**config.mk**
```make
export PLATFORM = sky130hd
export DESIGN_NAME = render_scheduler
export DESIGN_NICKNAME = d
export VERILOG_FILES = /design/src/rtl/render_scheduler.sv
export SDC_FILE = /design/constraint.sdc
export NUM_CORES = 1
export LEC_CHECK = 0
export CELL_PAD_IN_SITES_DETAIL_PLACEMENT = 1
export CELL_PAD_IN_SITES_GLOBAL_PLACEMENT = 2
export CORE_MARGIN = 5
export CORE_UTILIZATION = 38
export CTS_BUF_LIST = sky130_fd_sc_hd__clkbuf_2 sky130_fd_sc_hd__clkbuf_4 sky130_fd_sc_hd__clkbuf_8
export CTS_CLUSTER_SIZE = 14
export DETAILED_ROUTE_END_ITERATION = 12
export DONT_BUFFER_PORTS = 1
export PLACE_DENSITY = 0.77
export RECOVER_POWER = 100
export SLEW_MARGIN = 40
export SYNTH_ARGS = -nofsm -noshare
export SYNTH_HDL_FRONTEND = slang
export SYNTH_SLANG_ARGS = --single-unit
```
**constraint.sdc**
```tcl
create_clock -name clk_in -period 18.4 [get_ports clk_in]
set_clock_uncertainty 0.05 [all_clocks]
set_input_delay 1.84 -clock clk_in [delete_from_list [all_inputs] [get_ports clk_in]]
set_output_delay 1.84 -clock clk_in [all_outputs]
set_load 0.02 [all_outputs]
```
**src/rtl/render_scheduler.sv**
```systemverilog
// render_scheduler: walks the object table once per frame, fetching four records per batch for the 4-lane renderer.
// Optional macro STATIC_SKIP_EN adds static_cached_in, which drops is_static records from batches.

module render_sched_lane #(
  parameter int ADDR_W = 7,
  parameter int OBJ_W  = 115
) (
  input  logic              clk_in,
  input  logic              rst_in,
  input  logic              clr,
  input  logic              cap,
  input  logic              skip_static,
  input  logic [ADDR_W-1:0] addr,
  input  logic [OBJ_W-1:0]  data,
  output logic              vld_nxt,
  output logic              vld,
  output logic [ADDR_W-1:0] addr_q,
  output logic [OBJ_W-1:0]  data_q
);
  logic rec_vld;
  assign rec_vld = (data[1:0] != 2'b00) && !(skip_static && data[2]);

  // look-ahead valid lets the FSM decide dispatch/skip on the landing cycle
  always_comb begin
    vld_nxt = vld;
    if (clr)      vld_nxt = 1'b0;
    else if (cap) vld_nxt = rec_vld;
  end

  always_ff @(posedge clk_in or posedge rst_in) begin
    if (rst_in) begin
      vld    <= 1'b0;
      addr_q <= '0;
      data_q <= '0;
    end else if (clr) begin
      vld    <= 1'b0;
      addr_q <= '0;
      data_q <= '0;
    end else if (cap) begin
      vld    <= rec_vld;
      addr_q <= addr;
      data_q <= data;
    end
  end
endmodule

module render_scheduler #(
  parameter int NUM_OBJ = 128,
  parameter int ADDR_W  = 7,
  parameter int OBJ_W   = 115,
  parameter int RD_LAT  = 2
) (
  input  logic                  clk_in,
  input  logic                  rst_in,
  input  logic                  frame_start_in,
`ifdef STATIC_SKIP_EN
  input  logic                  static_cached_in,
`endif
  input  logic [ADDR_W:0]       obj_count_in,
  output logic                  mem_rd_out,
  output logic [ADDR_W-1:0]     mem_addr_out,
  input  logic [OBJ_W-1:0]      mem_data_in,
  output logic                  batch_valid_out,
  output logic [3:0]            batch_lane_valid_out,
  output logic [4*ADDR_W-1:0]   batch_addr_out,
  output logic [4*OBJ_W-1:0]    batch_data_out,
  input  logic                  render_busy_in,
  input  logic                  render_done_in,
  output logic                  busy_out,
  output logic                  frame_done_out,
  output logic [ADDR_W-2:0]     batch_count_out
);
  localparam int NUM_LANES = 4;

  typedef enum logic [2:0] {IDLE, FETCH, COLLECT, DISPATCH, WAIT_RENDER, NEXT, DONE} state_t;
  state_t state, state_nxt;

  logic [ADDR_W:0]   count_q, base_q, count_clamp, slot, base_inc;
  logic [1:0]        idx_q;
  logic [ADDR_W-2:0] batch_cnt_q;
  logic              frame_done_q;
  logic              rd_now, inflight, skip_static;

  logic [RD_LAT:1]                        vld_pipe;
  logic [RD_LAT:1][1:0]                   lane_pipe;
  logic [NUM_LANES-1:0]                   lane_cap, lane_vld, lane_vld_nxt;
  logic [NUM_LANES-1:0][ADDR_W-1:0]       lane_addr;
  logic [NUM_LANES-1:0][OBJ_W-1:0]        lane_data;

  assign count_clamp = (obj_count_in > (ADDR_W+1)'(NUM_OBJ)) ? (ADDR_W+1)'(NUM_OBJ) : obj_count_in;
  assign slot        = base_q + (ADDR_W+1)'(idx_q);
  assign base_inc    = base_q + (ADDR_W+1)'(NUM_LANES);
  assign rd_now      = (state == FETCH) && (slot < count_q);

`ifdef STATIC_SKIP_EN
  logic static_q;
  always_ff @(posedge clk_in or posedge rst_in) begin
    if (rst_in)                                 static_q <= 1'b0;
    else if (state == IDLE && frame_start_in)   static_q <= static_cached_in;
  end
  assign skip_static = static_q;
`else
  assign skip_static = 1'b0;
`endif

  // read-tag shift register: stage k holds the lane of the read issued k cycles ago
  always_ff @(posedge clk_in or posedge rst_in) begin
    if (rst_in) begin
      vld_pipe  <= '0;
      lane_pipe <= '0;
    end else begin
      vld_pipe[1]  <= rd_now;
      lane_pipe[1] <= idx_q;
      for (int k = 2; k <= RD_LAT; k++) begin
        vld_pipe[k]  <= vld_pipe[k-1];
        lane_pipe[k] <= lane_pipe[k-1];
      end
    end
  end

  if (RD_LAT > 1) begin : g_inflight
    assign inflight = |vld_pipe[RD_LAT-1:1];
  end else begin : g_no_inflight
    assign inflight = 1'b0;
  end

  for (genvar i = 0; i < NUM_LANES; i++) begin : g_lane
    assign lane_cap[i] = vld_pipe[RD_LAT] && (lane_pipe[RD_LAT] == 2'(i));
    render_sched_lane #(.ADDR_W(ADDR_W), .OBJ_W(OBJ_W)) u_lane (
      .clk_in      (clk_in),
      .rst_in      (rst_in),
      .clr         (state == FETCH && idx_q == 2'd0),
      .cap         (lane_cap[i]),
      .skip_static (skip_static),
      .addr        (base_q[ADDR_W-1:0] + ADDR_W'(i)),
      .data        (mem_data_in),
      .vld_nxt     (lane_vld_nxt[i]),
      .vld         (lane_vld[i]),
      .addr_q      (lane_addr[i]),
      .data_q      (lane_data[i])
    );
  end

  always_ff @(posedge clk_in or posedge rst_in) begin
    if (rst_in) state <= IDLE;
    else        state <= state_nxt;
  end

  always_comb begin
    state_nxt       = state;
    mem_rd_out      = rd_now;
    mem_addr_out    = rd_now ? slot[ADDR_W-1:0] : '0;
    batch_valid_out = (state == DISPATCH);
    busy_out        = (state != IDLE);
    case (state)
      IDLE:        if (frame_start_in) state_nxt = (count_clamp == '0) ? DONE : FETCH;
      FETCH:       if (idx_q == 2'd3) state_nxt = COLLECT;
      COLLECT:     if (!inflight) state_nxt = (|lane_vld_nxt) ? DISPATCH : NEXT;
      DISPATCH:    if (!render_busy_in) state_nxt = WAIT_RENDER;
      WAIT_RENDER: if (render_done_in) state_nxt = NEXT;
      NEXT:        state_nxt = (base_inc >= count_q) ? DONE : FETCH;
      DONE:        state_nxt = IDLE;
      default:     state_nxt = IDLE;
    endcase
  end

  always_ff @(posedge clk_in or posedge rst_in) begin
    if (rst_in) begin
      count_q      <= '0;
      base_q       <= '0;
      idx_q        <= '0;
      batch_cnt_q  <= '0;
      frame_done_q <= 1'b0;
    end else begin
      frame_done_q <= (state == DONE);
      case (state)
        IDLE: if (frame_start_in) begin
          count_q     <= count_clamp;
          base_q      <= '0;
          idx_q       <= '0;
          batch_cnt_q <= '0;
        end
        FETCH:    idx_q <= idx_q + 2'd1;
        DISPATCH: if (!render_busy_in) batch_cnt_q <= batch_cnt_q + 1'b1;
        NEXT:     base_q <= base_inc;
        default:  ;
      endcase
    end
  end

  assign batch_lane_valid_out = lane_vld;
  assign batch_addr_out       = lane_addr;
  assign batch_data_out       = lane_data;
  assign frame_done_out       = frame_done_q;
  assign batch_count_out      = batch_cnt_q;
endmodule

```
==> summary.txt <==
Layout
  – Share of cells above drive strength 1: 7.68%
  – Area Growth Syn to Fin: 11.0%
  – Non-Filler Instances: 3094
  – Final #Nets: 2430
  – Multi-input logic area: 7240 µm²
  – FF/Latch Area: 13100 µm²
  – Final Cell Area: 23500 µm²
  – Fin util: 42.6%
  – Fillcell total: 6388

Global route
  – Gr busiest metal: met2
  – Met1 GRT Util: 29.7%
  – Gr ovfl total: 0
  – M2 GR Usage: 41.1%
  – Met3 usage: 11.1%
  – First-pass GRT wire length: 118000 µm
  – Initial antenna violation count: 2
  – Largest net degree at the start of global routing: 121
  – Vias in the first global route: 17601
  – Global Route Usage Sum: 25.6%

Clocking
  – Reg clk slew, reported paths: 0.05 ns
  – Hold bufs inserted after CTS: 0
  – Worst skew pair latency: 0.67 ns
  – Post-CTS resize count: 0
  – Root buf cell: clkbuf_8
  – Clock sink total: 522
  – Post-CTS setup buffers: 0
  – CTS tree: done
  – Max Root-Sink Buffers: 3
  – H-tree depth: 3
  – TritonCTS buffer count: 93

Synth
  – Cells after synthesis: 2346
  – Post-Syn Area per Cell: 9.01 µm²
  – Post-synth cell types: 45
  – Post-synthesis sequential area ratio: 61.8%
  – Mapped cell area: 21100 µm²
  – Ys flop type: dfrtp_1
  – Post-synth ARST share: 100%
  – Yosys warnings: 0
  – Seq cells post-synth: 522
  – Syn nets: 2492
  – Post-synth EDFFs: 0

Place
  – Post-DP HPWL: 54400 µm
  – Post-Place Cell Area: 21800 µm²
  – Post-Place Cells: 2937
  – Port Buffer Count: 0
  – Placer Congestion: 0.840

Floorplan
  – Die area: 60500 µm²
  – CORE AREA: 55100 µm²
  – Initial core utilization: 38.4%
  – Boundary Pins: 637
  – Row cnt: 86
  – Die W: 246 µm
  – Die height: 246 µm

Drt
  – Final WL: 80300 µm
  – Vias per cell: 5.39
  – Via count: 16671
  – DR WL/cell: 26.0 µm
  – DRT Pass-1 Iters: 4
  – DRC violations left: 0
  – Antenna-violating nets left: 0
  – Initial DRC count: 991

Setup path
  – CP max-delay cell: clkbuf_1
  – Reg-to-reg endpoint: g_lane[2].u_lane.data_q[47]
  – Slowest stage delay, CP: 3.14 ns
  – R2R depth: 7
  – WP data required: 18.86 ns
  – CP Buf/Inv Count: 4
  – CP endpoint kind: flop
  – CP Class: flop to flop
  – Critical-path cell list: nor2b_1 -> and3_1 -> clkbuf_1 -> clkbuf_1 -> clkbuf_1 -> buf_16 -> a21oi_1
  – CP top delay family: buffers and inverters
  – Setup crit start kind: flop
  – Worst Path Max Fanout: 90
  – CP arrival: 11.04 ns
  – FF-to-FF Start: state[0]
  – CP dominant cell by count: clkbuf_1
  – Internal reg-to-reg setup slack: 7.82 ns

Power
  – Total power: 4.90 mW
  – Static leakage: 10.4 nW
  – Pwr Density: 208 nW/µm²
  – Peak VDD IR: 69.8 µV

Timing
  – Fin crit share: 57.5%
  – RSZ-0062 raised after global routing: no
  – Number of setup violations in the final report: 0
  – Slew HR: -267%
  – Setup TNS Final: 0 ns
  – Worst slew pin tran: 5.47 ns
  – Final Hold Fails: 0
  – Fmax: 0.0945 GHz
  – Fin crit period: 10.58 ns
  – Max-slew violations: 966

Hold path
  – Hold Crit Depth: 0
  – Hold Path End: lane_pipe[2]
  – Origin of the worst min-delay path: lane_pipe[0]
  – Hold WC Path Type: flop to flop

Run status
  – Outcome: finished with violations
  – Failing checks: max-capacitance violations, max-slew violations

Flow run
  – Max cap viols: 14
sequential cells by signal, indices dropped and copies added (netlist names):
name,cells
g_lane.u_lane.data_q,460
g_lane.u_lane.addr_q,26
count_q,8
base_q,6
batch_count_out,6
g_lane.u_lane.vld,4
lane_pipe,4
state,3
idx_q,2
vld_pipe,2
frame_done_out,1
synth_stat cells, types with 4 or more instances:
cell        n  area (µm²)
o21ai_0    13        65.1
and3_1      5        31.3
buf_1       8        30.0
nor2b_1     4        25.0
clkbuf_1  104         390
dfrtp_1   522       13100
nand3_1     8        40.0
o31ai_1     4        30.0
ha_1       18         225
buf_4       6        45.0
buf_2      68         340
a211oi_1    8        60.1
mux2i_1     5        50.1
inv_1      19        71.3
xor2_1      4        35.0
nand3b_1   10        75.1
nor2_1     23        86.3
a21oi_1   489        2450
xnor2_1     4        35.0
nand2_1   984        3690
and2_1      4        25.0
cell usage in the layout, fill, tap and decap left out, types with 3 or more instances in the layout:
cell      netlist  final
nand2_1       984    984
dfrtp_1       522    522
a21oi_1       489    489
clkbuf_8        0    113
clkbuf_4        0     32
nor2_1         23     22
inv_1          19     18
ha_1           18     18
o21ai_0        13     13
clkbuf_1      104     12
nand3b_1       10     10
a211oi_1        8      8
nand3_1         8      7
clkinv_2        0      7
buf_6           0      7
mux2i_1         5      5
nor2b_1         4      4
and3_1          5      4
xor2_1          4      4
xnor2_1         4      4
o31ai_1         4      4
buf_12          0      4
buf_4           6      4
a22o_1          3      3
and2_0          0      3
nand4_1         3      3
a21o_1          3      3
nor3b_1         3      3
final cells by class:
type	count	area share (%)
Sequential cell	522	55.6
Multi-Input combinational cell	1619	30.8
Clock buffer	145	7.65
Tap cell	748	3.99
Timing Repair Buffer	29	1.23
Clock inverter	10	0.341
Inverter	19	0.309
Antenna cell	2	0.0213
cell families after synthesis:
kind of cell               synth area share, %
buffers and inverters                     4.15
adders and majority gates                 1.06
xor gates and xnor gates                 0.331
AOI/OAI and AO/OA                         12.9
other                                   0.0177
DFF                                       61.8
and+or+nand+nor                           19.5
muxes                                    0.237
worst max path at each step:
stage / from / endpoint / slack [ns] / cells after the start
after global routing: state[0] / g_lane[2].u_lane.data_q[37] / 6.95 / 6
final: state[0] / g_lane[2].u_lane.data_q[47] / 7.82 / 7
after floorplan: rst_in / base_q[2] / 1.93 / 1
after global placement: rst_in / g_lane[2].u_lane.data_q[53] / 14.05 / 3
after CTS: base_q[5] / mem_addr_out[3] / 13.71 / 6
after detailed placement: rst_in / g_lane[0].u_lane.data_q[44] / 14.38 / 3
layer usage:
metal,vias up,routed length [µm]
li1,7451,-
met1,8461,30000
met2,573,38100
met3,186,7930
met4,0,4300
met5,-,0
metrics by stage:
| stage | worst slack, ns | hold WS, ns |
|---|---|---|
| floorplan | 1.93 | 0.281 |
| global placement | 14.05 | 0.299 |
| detailed placement | 14.38 | 0.292 |
| CTS | 13.71 | 0.305 |
| global route | 6.95 | 0.318 |
| finish | 7.82 | 0.308 |
report_power, final:
| part | total, mW | switching (mW) | leakage (nW) | internal (mW) |
|---|---|---|---|---|
| combinational | 1.08 | 0.718 | 2.38 | 0.366 |
| sequential | 2.71 | 1.09 | 7.04 | 1.62 |
| clock | 1.10 | 0.477 | 1.00 | 0.627 |
(Power assumes the default switching activity.)
